**src/rtl/mem_port_arbiter_if.sv**
```systemverilog
// Requester-side and memory-side signals of the shared memory port.
// The slave modport is the arbiter's view; master is the requesters and memory.
interface mem_port_arbiter_if #(
    parameter int unsigned ADDR_W = 64,
    parameter int unsigned DATA_W = 64
) ();
    logic              if_req;
    logic [ADDR_W-1:0] if_addr;
    logic              if_gnt;
    logic              if_valid;
    logic [31:0]       if_rdata;

    logic              d_req;
    logic              d_we;
    logic [ADDR_W-1:0] d_addr;
    logic [DATA_W-1:0] d_wdata;
    logic              d_gnt;
    logic              d_valid;
    logic [DATA_W-1:0] d_rdata;

    logic              mem_en;
    logic              mem_we;
    logic [ADDR_W-1:0] mem_addr;
    logic [DATA_W-1:0] mem_wdata;
    logic [DATA_W-1:0] mem_rdata;

    logic              busy;

    modport slave (
        input  if_req, if_addr, d_req, d_we, d_addr, d_wdata, mem_rdata,
        output if_gnt, if_valid, if_rdata, d_gnt, d_valid, d_rdata,
        output mem_en, mem_we, mem_addr, mem_wdata, busy
    );

    modport master (
        output if_req, if_addr, d_req, d_we, d_addr, d_wdata, mem_rdata,
        input  if_gnt, if_valid, if_rdata, d_gnt, d_valid, d_rdata,
        input  mem_en, mem_we, mem_addr, mem_wdata, busy
    );
endinterface

```
**src/rtl/mem_port_arbiter.sv**
```systemverilog
// Round-robin arbiter sharing one fixed-latency memory port between instruction
// fetch and load/store; every output is registered from the next-state logic.
module mem_port_arbiter #(
    parameter int unsigned MEM_LATENCY = 2,
    parameter int unsigned ADDR_W      = 64,
    parameter int unsigned DATA_W      = 64
) (
    input  logic              clk,
    input  logic              Reset,
    mem_port_arbiter_if.slave bus
);
    typedef enum logic [1:0] {
        ST_IDLE  = 2'd0,
        ST_ISSUE = 2'd1,
        ST_WAIT  = 2'd2,
        ST_RESP  = 2'd3
    } state_e;

    typedef enum logic {
        SEL_IF = 1'b0,
        SEL_D  = 1'b1
    } sel_e;

    localparam logic [3:0] CNT_LOAD = 4'(MEM_LATENCY - 1);

    state_e            state_q, state_d;
    sel_e              sel_q, sel_d;
    sel_e              last_q, last_d;
    sel_e              win_s;
    logic [3:0]        cnt_q, cnt_d;
    logic [ADDR_W-1:0] addr_q, addr_d;
    logic [DATA_W-1:0] wdata_q, wdata_d;
    logic              we_q, we_d;
    logic              capture_s;

    logic              mem_en_q, mem_en_d;
    logic              mem_we_q, mem_we_d;
    logic              busy_q, busy_d;
    logic              if_gnt_q, if_gnt_d;
    logic              d_gnt_q, d_gnt_d;
    logic              if_valid_q, if_valid_d;
    logic              d_valid_q, d_valid_d;
    logic [31:0]       if_rdata_q, if_rdata_d;
    logic [DATA_W-1:0] d_rdata_q, d_rdata_d;

    // On a tie the requester that was not granted last time wins.
    function automatic sel_e pick(input logic req_if, input logic req_d, input sel_e last);
        sel_e res;
        if (req_if && req_d) begin
            res = (last == SEL_D) ? SEL_IF : SEL_D;
        end else if (req_d) begin
            res = SEL_D;
        end else begin
            res = SEL_IF;
        end
        return res;
    endfunction

    // Next-state, arbitration and next values of the registered outputs.
    always_comb begin
        state_d   = state_q;
        sel_d     = sel_q;
        last_d    = last_q;
        cnt_d     = cnt_q;
        addr_d    = addr_q;
        wdata_d   = wdata_q;
        we_d      = we_q;
        capture_s = 1'b0;
        win_s     = pick(bus.if_req, bus.d_req, last_q);

        case (state_q)
            ST_IDLE, ST_RESP: begin
                if (bus.if_req || bus.d_req) begin
                    state_d = ST_ISSUE;
                    sel_d   = win_s;
                    last_d  = win_s;
                    if (win_s == SEL_D) begin
                        addr_d  = bus.d_addr;
                        wdata_d = bus.d_wdata;
                        we_d    = bus.d_we;
                    end else begin
                        addr_d  = bus.if_addr;
                        wdata_d = {DATA_W{1'b0}};
                        we_d    = 1'b0;
                    end
                end else begin
                    state_d = ST_IDLE;
                end
            end
            ST_ISSUE: begin
                cnt_d   = CNT_LOAD;
                state_d = ST_WAIT;
            end
            ST_WAIT: begin
                if (cnt_q == 4'd0) begin
                    capture_s = 1'b1;
                    state_d   = ST_RESP;
                end else begin
                    cnt_d = cnt_q - 4'd1;
                end
            end
            default: begin
                state_d = ST_IDLE;
            end
        endcase

        mem_en_d   = (state_d == ST_ISSUE);
        mem_we_d   = (state_d == ST_ISSUE) && we_d;
        if_gnt_d   = (state_d == ST_ISSUE) && (sel_d == SEL_IF);
        d_gnt_d    = (state_d == ST_ISSUE) && (sel_d == SEL_D);
        if_valid_d = (state_d == ST_RESP) && (sel_d == SEL_IF);
        d_valid_d  = (state_d == ST_RESP) && (sel_d == SEL_D);
        busy_d     = (state_d != ST_IDLE);

        // Stores complete without touching d_rdata; the idle requester's data is never touched.
        if (capture_s && (sel_q == SEL_IF)) begin
            if_rdata_d = bus.mem_rdata[31:0];
            d_rdata_d  = d_rdata_q;
        end else if (capture_s && (sel_q == SEL_D) && !we_q) begin
            if_rdata_d = if_rdata_q;
            d_rdata_d  = bus.mem_rdata;
        end else begin
            if_rdata_d = if_rdata_q;
            d_rdata_d  = d_rdata_q;
        end
    end

    // State, latched request and output registers with synchronous reset.
    always_ff @(posedge clk) begin
        if (Reset) begin
            state_q    <= ST_IDLE;
            sel_q      <= SEL_IF;
            last_q     <= SEL_D;
            cnt_q      <= 4'd0;
            addr_q     <= {ADDR_W{1'b0}};
            wdata_q    <= {DATA_W{1'b0}};
            we_q       <= 1'b0;
            mem_en_q   <= 1'b0;
            mem_we_q   <= 1'b0;
            busy_q     <= 1'b0;
            if_gnt_q   <= 1'b0;
            d_gnt_q    <= 1'b0;
            if_valid_q <= 1'b0;
            d_valid_q  <= 1'b0;
            if_rdata_q <= 32'd0;
            d_rdata_q  <= {DATA_W{1'b0}};
        end else begin
            state_q    <= state_d;
            sel_q      <= sel_d;
            last_q     <= last_d;
            cnt_q      <= cnt_d;
            addr_q     <= addr_d;
            wdata_q    <= wdata_d;
            we_q       <= we_d;
            mem_en_q   <= mem_en_d;
            mem_we_q   <= mem_we_d;
            busy_q     <= busy_d;
            if_gnt_q   <= if_gnt_d;
            d_gnt_q    <= d_gnt_d;
            if_valid_q <= if_valid_d;
            d_valid_q  <= d_valid_d;
            if_rdata_q <= if_rdata_d;
            d_rdata_q  <= d_rdata_d;
        end
    end

    assign bus.mem_en    = mem_en_q;
    assign bus.mem_we    = mem_we_q;
    assign bus.mem_addr  = addr_q;
    assign bus.mem_wdata = wdata_q;
    assign bus.busy      = busy_q;
    assign bus.if_gnt    = if_gnt_q;
    assign bus.d_gnt     = d_gnt_q;
    assign bus.if_valid  = if_valid_q;
    assign bus.d_valid   = d_valid_q;
    assign bus.if_rdata  = if_rdata_q;
    assign bus.d_rdata   = d_rdata_q;
endmodule
```
**src/flat_wrapper.sv**
```systemverilog
// flat-port wrapper written by rule: the top's interface ports become plain ports
module mem_port_arbiter_flat 
#(
    parameter int unsigned MEM_LATENCY = 2,
    parameter int unsigned ADDR_W      = 64,
    parameter int unsigned DATA_W      = 64
)
  (clk, Reset, bus_if_req, bus_if_addr, bus_d_req, bus_d_we, bus_d_addr, bus_d_wdata, bus_mem_rdata, bus_if_gnt, bus_if_valid, bus_if_rdata, bus_d_gnt, bus_d_valid, bus_d_rdata, bus_mem_en, bus_mem_we, bus_mem_addr, bus_mem_wdata, bus_busy);
  mem_port_arbiter_if #(.ADDR_W(ADDR_W), .DATA_W(DATA_W)) bus_i ();
  input  logic clk;
  input  logic Reset;
  input wire logic [$bits(bus_i.if_req)-1:0] bus_if_req;
  input wire logic [$bits(bus_i.if_addr)-1:0] bus_if_addr;
  input wire logic [$bits(bus_i.d_req)-1:0] bus_d_req;
  input wire logic [$bits(bus_i.d_we)-1:0] bus_d_we;
  input wire logic [$bits(bus_i.d_addr)-1:0] bus_d_addr;
  input wire logic [$bits(bus_i.d_wdata)-1:0] bus_d_wdata;
  input wire logic [$bits(bus_i.mem_rdata)-1:0] bus_mem_rdata;
  output wire logic [$bits(bus_i.if_gnt)-1:0] bus_if_gnt;
  output wire logic [$bits(bus_i.if_valid)-1:0] bus_if_valid;
  output wire logic [$bits(bus_i.if_rdata)-1:0] bus_if_rdata;
  output wire logic [$bits(bus_i.d_gnt)-1:0] bus_d_gnt;
  output wire logic [$bits(bus_i.d_valid)-1:0] bus_d_valid;
  output wire logic [$bits(bus_i.d_rdata)-1:0] bus_d_rdata;
  output wire logic [$bits(bus_i.mem_en)-1:0] bus_mem_en;
  output wire logic [$bits(bus_i.mem_we)-1:0] bus_mem_we;
  output wire logic [$bits(bus_i.mem_addr)-1:0] bus_mem_addr;
  output wire logic [$bits(bus_i.mem_wdata)-1:0] bus_mem_wdata;
  output wire logic [$bits(bus_i.busy)-1:0] bus_busy;
  assign bus_i.if_req = bus_if_req;
  assign bus_i.if_addr = bus_if_addr;
  assign bus_i.d_req = bus_d_req;
  assign bus_i.d_we = bus_d_we;
  assign bus_i.d_addr = bus_d_addr;
  assign bus_i.d_wdata = bus_d_wdata;
  assign bus_i.mem_rdata = bus_mem_rdata;
  assign bus_if_gnt = bus_i.if_gnt;
  assign bus_if_valid = bus_i.if_valid;
  assign bus_if_rdata = bus_i.if_rdata;
  assign bus_d_gnt = bus_i.d_gnt;
  assign bus_d_valid = bus_i.d_valid;
  assign bus_d_rdata = bus_i.d_rdata;
  assign bus_mem_en = bus_i.mem_en;
  assign bus_mem_we = bus_i.mem_we;
  assign bus_mem_addr = bus_i.mem_addr;
  assign bus_mem_wdata = bus_i.mem_wdata;
  assign bus_busy = bus_i.busy;
  mem_port_arbiter #(.MEM_LATENCY(MEM_LATENCY), .ADDR_W(ADDR_W), .DATA_W(DATA_W)) u_core (.clk(clk), .Reset(Reset), .bus(bus_i));
endmodule
```
**config.mk**
```make
export PLATFORM = sky130hd
export DESIGN_NAME = mem_port_arbiter_flat
export DESIGN_NICKNAME = d
export VERILOG_FILES = /design/src/rtl/mem_port_arbiter_if.sv /design/src/rtl/mem_port_arbiter.sv /design/src/flat_wrapper.sv
export SDC_FILE = /design/constraint.sdc
export NUM_CORES = 1
export LEC_CHECK = 0
export CORE_AREA = 8 8 187 189
export DETAILED_ROUTE_END_ITERATION = 8
export DIE_AREA = 0 0 195 197
export PLACE_DENSITY = 0.59
export SLEW_MARGIN = 20
export SYNTH_ARGS = -nofsm -noshare
export SYNTH_HDL_FRONTEND = slang
export SYNTH_SLANG_ARGS = --single-unit
```
**constraint.sdc**
```tcl
create_clock -name clk -period 2.3 [get_ports clk]
set_clock_uncertainty 0.15 [all_clocks]
set_input_delay 0.69 -clock clk [delete_from_list [all_inputs] [get_ports clk]]
set_output_delay 0.69 -clock clk [all_outputs]
set_load 0.005 [all_outputs]
```
Word level (Yosys, flattened, before mapping). Cells that the tools add are included.

Add/subtract/negate cells: 1. Equal/unequal tests: 6. Mux-type cells: 17. Bitwise gates (word level): 3. Reduce and logical (&&, ||, !) cells: 19.

Operators with widths (count): two-way mux 64 bit (2); two-way mux 1 bit (11); logical AND 1 bit (9); one-hot mux 4 bit (2 select lines) (1); == test 2 bit, second input constant (3); one-hot mux 2 bit (3 select lines) (1); AND reduction 2 bit (3); == test 2 x 1 -> 1 bit, second input constant (2); logical NOT 4 bit (1); two-way mux 4 bit (1); nonzero test 2 bit (2); subtractor 4 x 1 -> 4 bit, second input constant (1); NOT 1 bit (3); logical NOT 2 bit (1); two-way mux 2 bit (1); inequality test 2 bit, second input constant (1); OR reduction 2 bit (1); logical NOT 1 bit (1); logical OR 1 bit (1).

Register bits: 240. Input bits: 261. Output and inout bits: 231. Word-level logic and storage cells: 62.

Depth between registers and ports, before layout. Gate-level depths: netlist of run 1.

Word-level depth: 6. Depth in mapped cells: 8. Gate-level depth less buffers: 5.

Worst setup path before layout of run 1. OpenSTA, ideal clock, no wires.

Path type: register to register. Start: reg u_core.state_q[0]. End: reg u_core.wdata_q[0], in the netlist u_core.bus.mem_wdata[0]. Setup time: 0.059 ns. Arrival: 1.590 ns. Required time: 2.091 ns. Path slack: 0.501 ns. Stages on the path, launching flop included: 8. Path buffers: 2. Period minus slack after synthesis: 1.799 ns. Cells stage by stage: dfxtp_1 > inv_1 > ha_1 > buf_2 > o21a_1 > nor2_2 > clkbuf_1 > a22o_1.

Longest elaborated chain between the ends: 3. Elaborated cells between the ends (all ways): 4. Classes of those cells: 1 x eq/ne; 3 x reduce/logical.

RTL lines: from (decl) (RTL line mem_port_arbiter.sv:26) `state_e state_q, state_d;`; from (signal assigned) (RTL line mem_port_arbiter.sv:148) `state_q <= state_d;`; == test 2 bit / logical NOT 2 bit (equally long branches) (RTL line mem_port_arbiter.sv:71) `case (state_q)`; OR reduction 2 bit * (RTL line mem_port_arbiter.sv:71); AND reduction 2 bit (no line) *; to (signal assigned) (RTL line mem_port_arbiter.sv:136) `wdata_q <= {DATA_W{1'b0}};`; to (signal assigned) (RTL line mem_port_arbiter.sv:153) `wdata_q <= wdata_d;`; to (decl) (RTL line mem_port_arbiter.sv:32) `logic [DATA_W-1:0] wdata_q, wdata_d;`.

Mark *: on every way between the ends. The rest lies on a longest branch, timed or not. A chain may end at the register's enable or synchronous reset.

Final worst setup path of run 1.
Start: reg u_core.addr_q[54], in the netlist u_core.bus.mem_addr[54]. End: out bus_mem_addr[54].

RTL lines: from (decl) (RTL line mem_port_arbiter.sv:31) `logic [ADDR_W-1:0] addr_q, addr_d;`; from (signal assigned) (RTL line mem_port_arbiter.sv:135) `addr_q <= {ADDR_W{1'b0}};`; from (signal assigned) (RTL line mem_port_arbiter.sv:152) `addr_q <= addr_d;`; to (decl) (RTL line flat_wrapper.sv:27) `output wire logic [$bits(bus_i.mem_addr)-1:0] bus_mem_addr;`.

No word-level cell between the ends.

==> results.ini, run 1 <==
[clock_tree]
clk_pin_slew_worst_paths_ns=0.06
clock_path_buffers=3
cts_tree=done
clock-sinks=240
hold_buffers=0
htree_levels=1
cts_resized=25
cts_root_buf=clkbuf_16
cts_made_buffers=28
clk_latency_ns=0.53
post-cts-setup-buffers=0

[worst_setup_path]
cp.required_ns=1.46
slowest_stage=clkdlybuf4s50_1
worstSetupEndpointType=output pin
crit_chain=clkdlybuf4s50_1
cp_max_fo=2
crit_path_start_kind=flop
worstPathArrival_ns=1.41
cp_slowest_stage_delay_ns=0.52
critical_path_buf_inv_count=1
path_delay_family=buffers and inverters
path_class=reg2out

[global_routing]
grt_pass1_wl_um=54600
grtUsageMet2=0.296
grt_max_degree=67
busiest_layer=met2
antenna_found_initial=1
grt_pass1_vias=9061
met1_usage=0.210
overflow=0
gr-usage-all-layers=0.177
met3_usage=0.0715

[timing]
slew_viol_final=0
finalCritPeriodShare=0.977
timing_hold_violations_final=0
relSlewSlack=0.744
tightest_slew_ns=0.384
rsz0062_at_grt=false
fin_crit_ns=2.25
setup_ws_ns=0.0526
fmax_mhz=445
finalSetupViolations=0
holdWs_ns=0.302
setup_tns_ns=0

[routing]
drt_iter0_drc=363
drc=0
vias=8659
wl_per_cell_um=19.2
vias_per_cell=4.64
wirelength_um=35800
ant_nets=0
drt-pass1-iter-count=4

[yosys]
async_flop_share=0
ys_types=34
synth_cells=951
synth_seq_area_share=0.538
synth_nets=1216
avgSynthCellArea_um2=9.39
synth_edf_count=0
yosys_warnings=0
netlist_area_um2=8930
synth_seq_cells=240
ys.flop_type=dfxtp_1

[run]
maxCapViolations=0

[power]
design_power_total_mw=15.1
powerDensity_nw_per_um2=964
peakVddDrop_v=0.000618
leakage_nw=6.89

[floorplanning]
row_count=66
die_x_um=195
die_area_um2=38400
placeableCoreArea_um2=32000
pin_count=492
initial_core_util=0.279
chipHeight_um=197

[worst_hold_path]
hold_path_class=reg2reg

[place]
dp.cells=1817
place.gp.congestion=0.781
dp_slack_ns=-0.0220
place_area_um2=14600
io_buffers=491
post-dp-hpwl_um=27300

[finish]
utilization=0.488
stdcell_area_um2=15600
nets=1704
mostFrequentLayoutCell=clkdlybuf4s50_1
fin_cells=1866
seqCellArea_um2=4810
area_growth_pct=75.0
multi_input_area_um2=3680
layout-drive-gt1-share=0.0701
most-common-layout-cells=422 x clkdlybuf4s50_1, 239 x dfxtp_1, 230 x nand2_1
fillCellCount=3040

[run_status]
status=finished clean

[report_power, final]
part	internal (mW)	leakage (nW)	switching (mW)	total (mW)
Sequential	4.98	1.96	0.432	5.42
Combinational	2.79	4.46	2.33	5.12
Clock	2.82	0.467	1.72	4.53
Total	10.6	6.89	4.48	15.1
[path summary, 6_finish.rpt]
kind / from / to / slack (ns) / cells after the start
max: u_core.bus.mem_addr[54] / bus_mem_addr[54] / 0.05 / 1
min: u_core.bus.d_rdata[20] / u_core.bus.d_rdata[20] / 0.30 / 2
max reg2reg: u_core.state_q[0] / u_core.bus.d_rdata[40] / 0.16 / 7
min reg2reg: u_core.bus.d_rdata[20] / u_core.bus.d_rdata[20] / 0.30 / 2
[kinds of logic (layout without fill, tap and decap cells)]
logic type,after synthesis,count (layout),synth area share
compound gates,274,274,0.184
mux,96,96,0.108
buf+inv,87,592,0.0533
simple gates,250,250,0.112
flops,240,240,0.538
other cells,0,2,0
fa+ha+maj,4,4,0.00561
[routing by layer]
| metal | share of wire | vias to the layer above |
|---|---|---|
| met5 | 0 | - |
| met4 | 0.022 | 0 |
| met3 | 0.10 | 45 |
| met2 | 0.47 | 380 |
| met1 | 0.40 | 3982 |
| li1 | - | 4252 |
[cell type report]
type | count | share of cell area
repair buffers | 537 | 0.361
flip-flops and latches | 240 | 0.308
multi-input cells | 624 | 0.236
clock buffers | 44 | 0.0564
well taps | 408 | 0.0327
clock inverters | 3 | 0.00416
inverters | 8 | 0.00224
diodes | 2 | 0.000320
[synthesized netlist by cell type, types with 3 or more instances]
| master | count | share of area |
|---|---|---|
| dfxtp_1 | 240 | 0.54 |
| nand2_1 | 231 | 0.097 |
| a21oi_1 | 133 | 0.075 |
| mux2i_1 | 96 | 0.11 |
| o21ai_0 | 67 | 0.038 |
| a22o_1 | 64 | 0.063 |
| clkbuf_1 | 40 | 0.017 |
| buf_2 | 23 | 0.013 |
| inv_1 | 8 | 0.0034 |
| buf_1 | 6 | 0.0025 |
| buf_12 | 6 | 0.013 |
| ha_1 | 4 | 0.0056 |
| nor2_1 | 4 | 0.0017 |
| nor3_1 | 4 | 0.0022 |
| buf_4 | 3 | 0.0025 |
[sequential cells by signal, summed over array words and instances, names as in the netlist, 2 cells and up]
signal / cells
u_core.bus.if_rdata: 32
u_core.state_q: 2
u_core.bus.mem_wdata: 64
u_core.bus.d_rdata: 64
u_core.bus.mem_addr: 64
u_core.cnt_q: 4
(Power assumes the default switching activity.)
==> inputs of run 2 (changes only) <==
CORE_AREA = 10 10 184 186   (was 8 8 187 189)
DIE_AREA = 0 0 194 196   (was 0 0 195 197)
PLACE_DENSITY = 0.6   (was 0.59)
==> run 2 against run 1 <==
Design area fell by 0.15%. Largest power group unchanged. Register-to-register slack barely moved. Flip-flop and latch count did not move.
==> results.ini, run 2 (synthesis results as in run 1) <==
[routing]
vias=8691  ; +0.37%
vias_per_cell=4.69  ; +1.1%
drt-pass1-iter-count=5  ; +1
wl_per_cell_um=20.2  ; +5.2%
drc=0  ; unchanged
drt_iter0_drc=341  ; -6.1%
wirelength_um=37400  ; +4.4%
ant_nets=0  ; unchanged

[finish]
seqCellArea_um2=4810  ; about the same
most-common-layout-cells=394 x clkdlybuf4s50_1, 236 x dfxtp_1, 230 x nand2_1
mostFrequentLayoutCell=clkdlybuf4s50_1
area_growth_pct=74.8
nets=1701  ; -0.18%
multi_input_area_um2=3680  ; unchanged
layout-drive-gt1-share=0.0729  ; +0.00280
stdcell_area_um2=15600  ; -0.15%
fillCellCount=2805  ; -7.7%

[global_routing]
antenna_found_initial=1  ; unchanged
overflow=0  ; unchanged
grt_max_degree=65  ; -3.0%
grt_pass1_vias=8870  ; -2.1%
gr-usage-all-layers=0.182  ; +0.00504
grt_pass1_wl_um=55300  ; +1.4%

[place]
io_buffers=491  ; unchanged
place.gp.congestion=0.808  ; +3.4%
post-dp-hpwl_um=28900  ; +5.9%
dp_slack_ns=-0.0833  ; -0.0614 ns
place_area_um2=14600  ; about the same

[timing]
finalSetupViolations=0  ; unchanged
timing_hold_violations_final=0  ; unchanged
tightest_slew_ns=0.333  ; -0.0508 ns
holdWs_ns=0.301  ; -0.00120 ns
relSlewSlack=0.778  ; +0.0339
slew_viol_final=0  ; unchanged
fin_crit_ns=2.26  ; +0.0111 ns
finalCritPeriodShare=0.982  ; +0.00482
setup_ws_ns=0.0415  ; -0.0111 ns
rsz0062_at_grt=false
fmax_mhz=443  ; -0.49%

[floorplanning]
die_x_um=194  ; -0.51%
placeableCoreArea_um2=30300  ; -5.5%
pin_count=492  ; unchanged
row_count=64  ; -3.0%
initial_core_util=0.295  ; +0.0163
die_area_um2=38000  ; -1.0%
chipHeight_um=196  ; -0.51%

[worst_setup_path]
critical_path_buf_inv_count=1  ; unchanged
crit_path_start_kind=flop
path_delay_family=buffers and inverters
worstSetupEndpointType=output pin
path_class=reg2out
cp_max_fo=2  ; unchanged
cp_slowest_stage_delay_ns=0.53  ; about the same
crit_chain=clkdlybuf4s50_1
slowest_stage=clkdlybuf4s50_1
worstPathArrival_ns=1.42  ; about the same
cp.required_ns=1.46  ; about the same

[power]
powerDensity_nw_per_um2=960  ; -0.43%
leakage_nw=7.10  ; +3.1%
peakVddDrop_v=0.000596  ; -3.6%
design_power_total_mw=15.0  ; -0.58%

[clock_tree]
cts_root_buf=clkbuf_16
hold_buffers=0  ; unchanged
htree_levels=1  ; unchanged
clk_pin_slew_worst_paths_ns=0.06  ; about the same
cts_made_buffers=27  ; -3.6%
clock_path_buffers=3  ; unchanged
clk_latency_ns=0.54  ; about the same
cts_tree=done
post-cts-setup-buffers=0  ; unchanged
clock-sinks=240  ; unchanged

[worst_hold_path]
hold_path_class=reg2reg

[run]
maxCapViolations=0  ; unchanged

[run_status]
status=finished clean

==> run 2: cell types whose count changed in the layout (fill, tap and decap cells not counted), sizes merged <==
| cell | previous run | this run |
|---|---|---|
| clkinvlp | 0 | 2 |
| dlygate4sd2 | 25 | 44 |
| dlymetal6s2s | 44 | 53 |
| inv | 8 | 9 |
| diode | 2 | 1 |
| buf | 46 | 44 |
| clkinv | 1 | 6 |
| clkbuf | 44 | 36 |
| clkdlybuf4s50 | 422 | 394 |
| bufinv | 2 | 3 |
==> run 2: worst reg2reg max path, delay by kind of cell (launching register included) <==
family,cells,cell delay (ns)
buf+inv,3,0.53
simple gates,2,0.53
fa+ha+maj,1,0.33
flops,1,0.31
mux,1,0.20
==> run 2: cell type report <==
type / instances / area share
Multi-Input combinational cell: 624 / 0.236
Tap cell: 396 / 0.0318
Sequential cell: 240 / 0.308
Timing Repair Buffer: 535 / 0.362
Clock inverter: 12 / 0.0102
Clock buffer: 36 / 0.0493
Inverter: 8 / 0.00225
Antenna cell: 1 / 0.000160
==> run 2: power by group <==
part | total, mW | internal (mW) | switching, mW
combinational | 5.09 | 2.72 | 2.37
sequential | 5.40 | 4.99 | 0.411
clock | 4.49 | 2.69 | 1.80
==> run 2: final timing paths <==
kind,start,end,slack [ns],cells past startpoint
worst max-delay path,u_core.bus.mem_wdata[17],bus_mem_wdata[17],0.04,1
worst min-delay path,u_core.bus.if_rdata[7],u_core.bus.if_rdata[7],0.30,2
worst min register to register,u_core.bus.if_rdata[7],u_core.bus.if_rdata[7],0.30,2
worst max register to register,u_core.state_q[0],u_core.bus.d_rdata[59],0.17,7
==> run 2: per-stage QoR <==
step | utilization | setup TNS (ns) | std cells
finish | 0.516 | 0 | 1852
global route | 0.515 | 0 | 1851
detailed placement | 0.482 | -5.44 | 1803
global placement | 0.482 | -3.08 | 1803
CTS | 0.511 | 0 | 1851
floorplan | - | 0 | 951
==> run 2: layer usage <==
layer  wire length (um)  part of all wire  GRT usage  vias to the layer above
met5                 12           0.00032          0                        -
met4                763             0.020     0.0447                        2
met3               3790              0.10     0.0766                       44
met2              18000              0.48      0.309                      351
met1              14900              0.40      0.207                     4045
li1                   -                 -          -                     4249
==> run 2: timing repair <==
| action | 4_1_cts | 5_1_grt |
|---|---|---|
| gates resized for setup | 47 | 54 |
| hold endpoints to repair | 0 | 0 |
| setup endpoints to repair | 47 | 54 |
==> inputs of run 3 (changes only) <==
CORE_AREA = 2 2 192 194   (was 10 10 184 186)
PLACE_DENSITY = 0.52   (was 0.6)
==> run 3 against run 2 <==
Non-clock buffer count increased by 3. Die area stayed put. Clock power rose by 4%. Critical path depth unchanged. Critical endpoint is now bus_mem_addr[56].
==> results.ini, run 3 (synthesis results as in run 1) <==
[floorplanning]
die_area_um2=38000  ; unchanged
pin_count=492  ; unchanged
placeableCoreArea_um2=36100  ; +19%
initial_core_util=0.247  ; -0.0475
die_x_um=194  ; unchanged
row_count=70  ; +9.4%
chipHeight_um=196  ; unchanged

[power]
leakage_nw=6.94  ; -2.3%
peakVddDrop_v=0.000540  ; -9.4%
powerDensity_nw_per_um2=970  ; +1.0%

[timing]
relSlewSlack=0.768  ; -0.0100
finalSetupViolations=0  ; unchanged
fmax_mhz=444  ; +0.25%
setup_tns_ns=0  ; unchanged
timing_hold_violations_final=0  ; unchanged
fin_crit_ns=2.25  ; -0.00561 ns
finalCritPeriodShare=0.980  ; -0.00244
tightest_slew_ns=0.348  ; +0.0150 ns
slew_viol_final=0  ; unchanged
rsz0062_at_grt=false

[finish]
layout-drive-gt1-share=0.0779  ; +0.00507
most-common-layout-cells=415 x clkdlybuf4s50_1, 235 x dfxtp_1, 230 x nand2_1
area_growth_pct=75.7
utilization=0.435  ; -0.0808
fillCellCount=3549  ; +27%
nets=1706  ; +0.29%
stdcell_area_um2=15700  ; +0.52%
mostFrequentLayoutCell=clkdlybuf4s50_1

[routing]
drt-pass1-iter-count=7  ; +2
vias=8642  ; -0.56%
drt_iter0_drc=293  ; -14%
wl_per_cell_um=17.6  ; -13%
ant_nets=0  ; unchanged
drc=0  ; unchanged
wirelength_um=33900  ; -9.2%
vias_per_cell=4.47  ; -4.7%

[worst_hold_path]
min_from=u_core.sel_q
hold_path_class=reg2reg

[clock_tree]
clk_latency_ns=0.55  ; about the same
hold_buffers=0  ; unchanged
cts_made_buffers=29  ; +7.4%
clock_path_buffers=3  ; unchanged
cts_root_buf=clkbuf_16
htree_levels=1  ; unchanged
clock-sinks=240  ; unchanged
clk_pin_slew_worst_paths_ns=0.06  ; about the same
post-cts-setup-buffers=0  ; unchanged
cts_tree=done

[worst_setup_path]
slowest_stage=clkdlybuf4s50_1
path_delay_family=buffers and inverters
cp_max_fo=2  ; unchanged
worstSetupEndpointType=output pin
cp.required_ns=1.46  ; about the same
crit_chain=clkdlybuf4s50_1
critical_path_buf_inv_count=1  ; unchanged
crit_path_start_kind=flop
worstPathArrival_ns=1.41  ; about the same
cp_slowest_stage_delay_ns=0.54  ; about the same
r2r_start=u_core.state_q[0]
path_class=reg2out
crit_start=u_core.bus.mem_addr[56]

[global_routing]
grt_pass1_vias=8780  ; -1.0%
gr-usage-all-layers=0.169  ; -0.0134
overflow=0  ; unchanged
grt_max_degree=65  ; unchanged
antenna_found_initial=0  ; -1
grt_pass1_wl_um=50900  ; -8.0%

[run_status]
status=finished clean

[place]
post-dp-hpwl_um=25200  ; -13%
place_area_um2=14600  ; +0.17%
io_buffers=491  ; unchanged
place.gp.congestion=0.779  ; -3.6%

[run]
maxCapViolations=0  ; unchanged

## run 3: cell types whose count changed in the layout (fill, tap and decap cells not counted), sizes merged
cell           before  now
dlygate4sd2        44   32
clkinv              6    5
buf                44   47
clkbuf             36   43
clkdlybuf4s50     394  415
bufinv              3    2
dlymetal6s2s       53   44
## run 3: what timing repair did
action	in CTS	in global routing
gates resized for setup	36	45
setup endpoints to repair	36	45
endpoints found under the hold margin	0	0
## run 3: worst register-to-register path: cells and delay by family, from the launching register on
family                   cells  cell delay [ns]
AO/OA/AOI/OAI                1             0.19
adder cells (fa/ha/maj)      1             0.49
buffers and inverters        3             0.49
flip-flops                   1             0.34
AND/OR/NAND/NOR              1             0.31
## run 3: power breakdown
group          switching (mW)  internal, mW
Combinational            2.34          2.78
Clock                    1.83          2.85
Sequential              0.424          4.99
## run 3: final timing paths
path | slack, ns | endpoint | depth (start not counted)
setup / recovery | 0.05 | bus_mem_addr[56] | 1
hold reg to reg | 0.30 | u_core.bus.if_valid | 1
setup reg to reg | 0.27 | u_core.bus.mem_wdata[2] | 6
hold / removal | 0.30 | u_core.bus.if_valid | 1
## run 3: stage by stage
stage / setup slack, ns / hold slack, ns / cells / total power, mW
2_1_floorplan: 0.501 / 0.272 / 951 / 7.52
3_3_place_gp: -0.0488 / 0.292 / 1878 / 10.7
3_5_place_dp: -0.0763 / 0.297 / 1878 / 10.8
4_1_cts: 0.000529 / 0.307 / 1931 / 15.5
5_1_grt: 0.00145 / 0.316 / 1931 / 16.1
6_report: 0.0471 / 0.302 / 1932 / 15.2
## run 3: per-layer routing
metal	wire [um]	part of all wire	up-vias	GRT usage
met4	784	0.023	0	0.0463
li1	-	-	4266	-
met1	14100	0.42	3994	0.204
met3	3090	0.091	52	0.0564
met2	16000	0.47	330	0.287
met5	0	0	-	0
## run 3: layout make-up
class	count	area, um^2	share of cell area
diodes	1	2.50	0.000160
flip-flops and latches	240	4810	0.307
clock buffers	43	878	0.0560
clock inverters	10	113	0.00718
inverters	8	35.0	0.00223
well taps	468	586	0.0373
multi-input cells	624	3680	0.235
repair buffers	538	5580	0.355
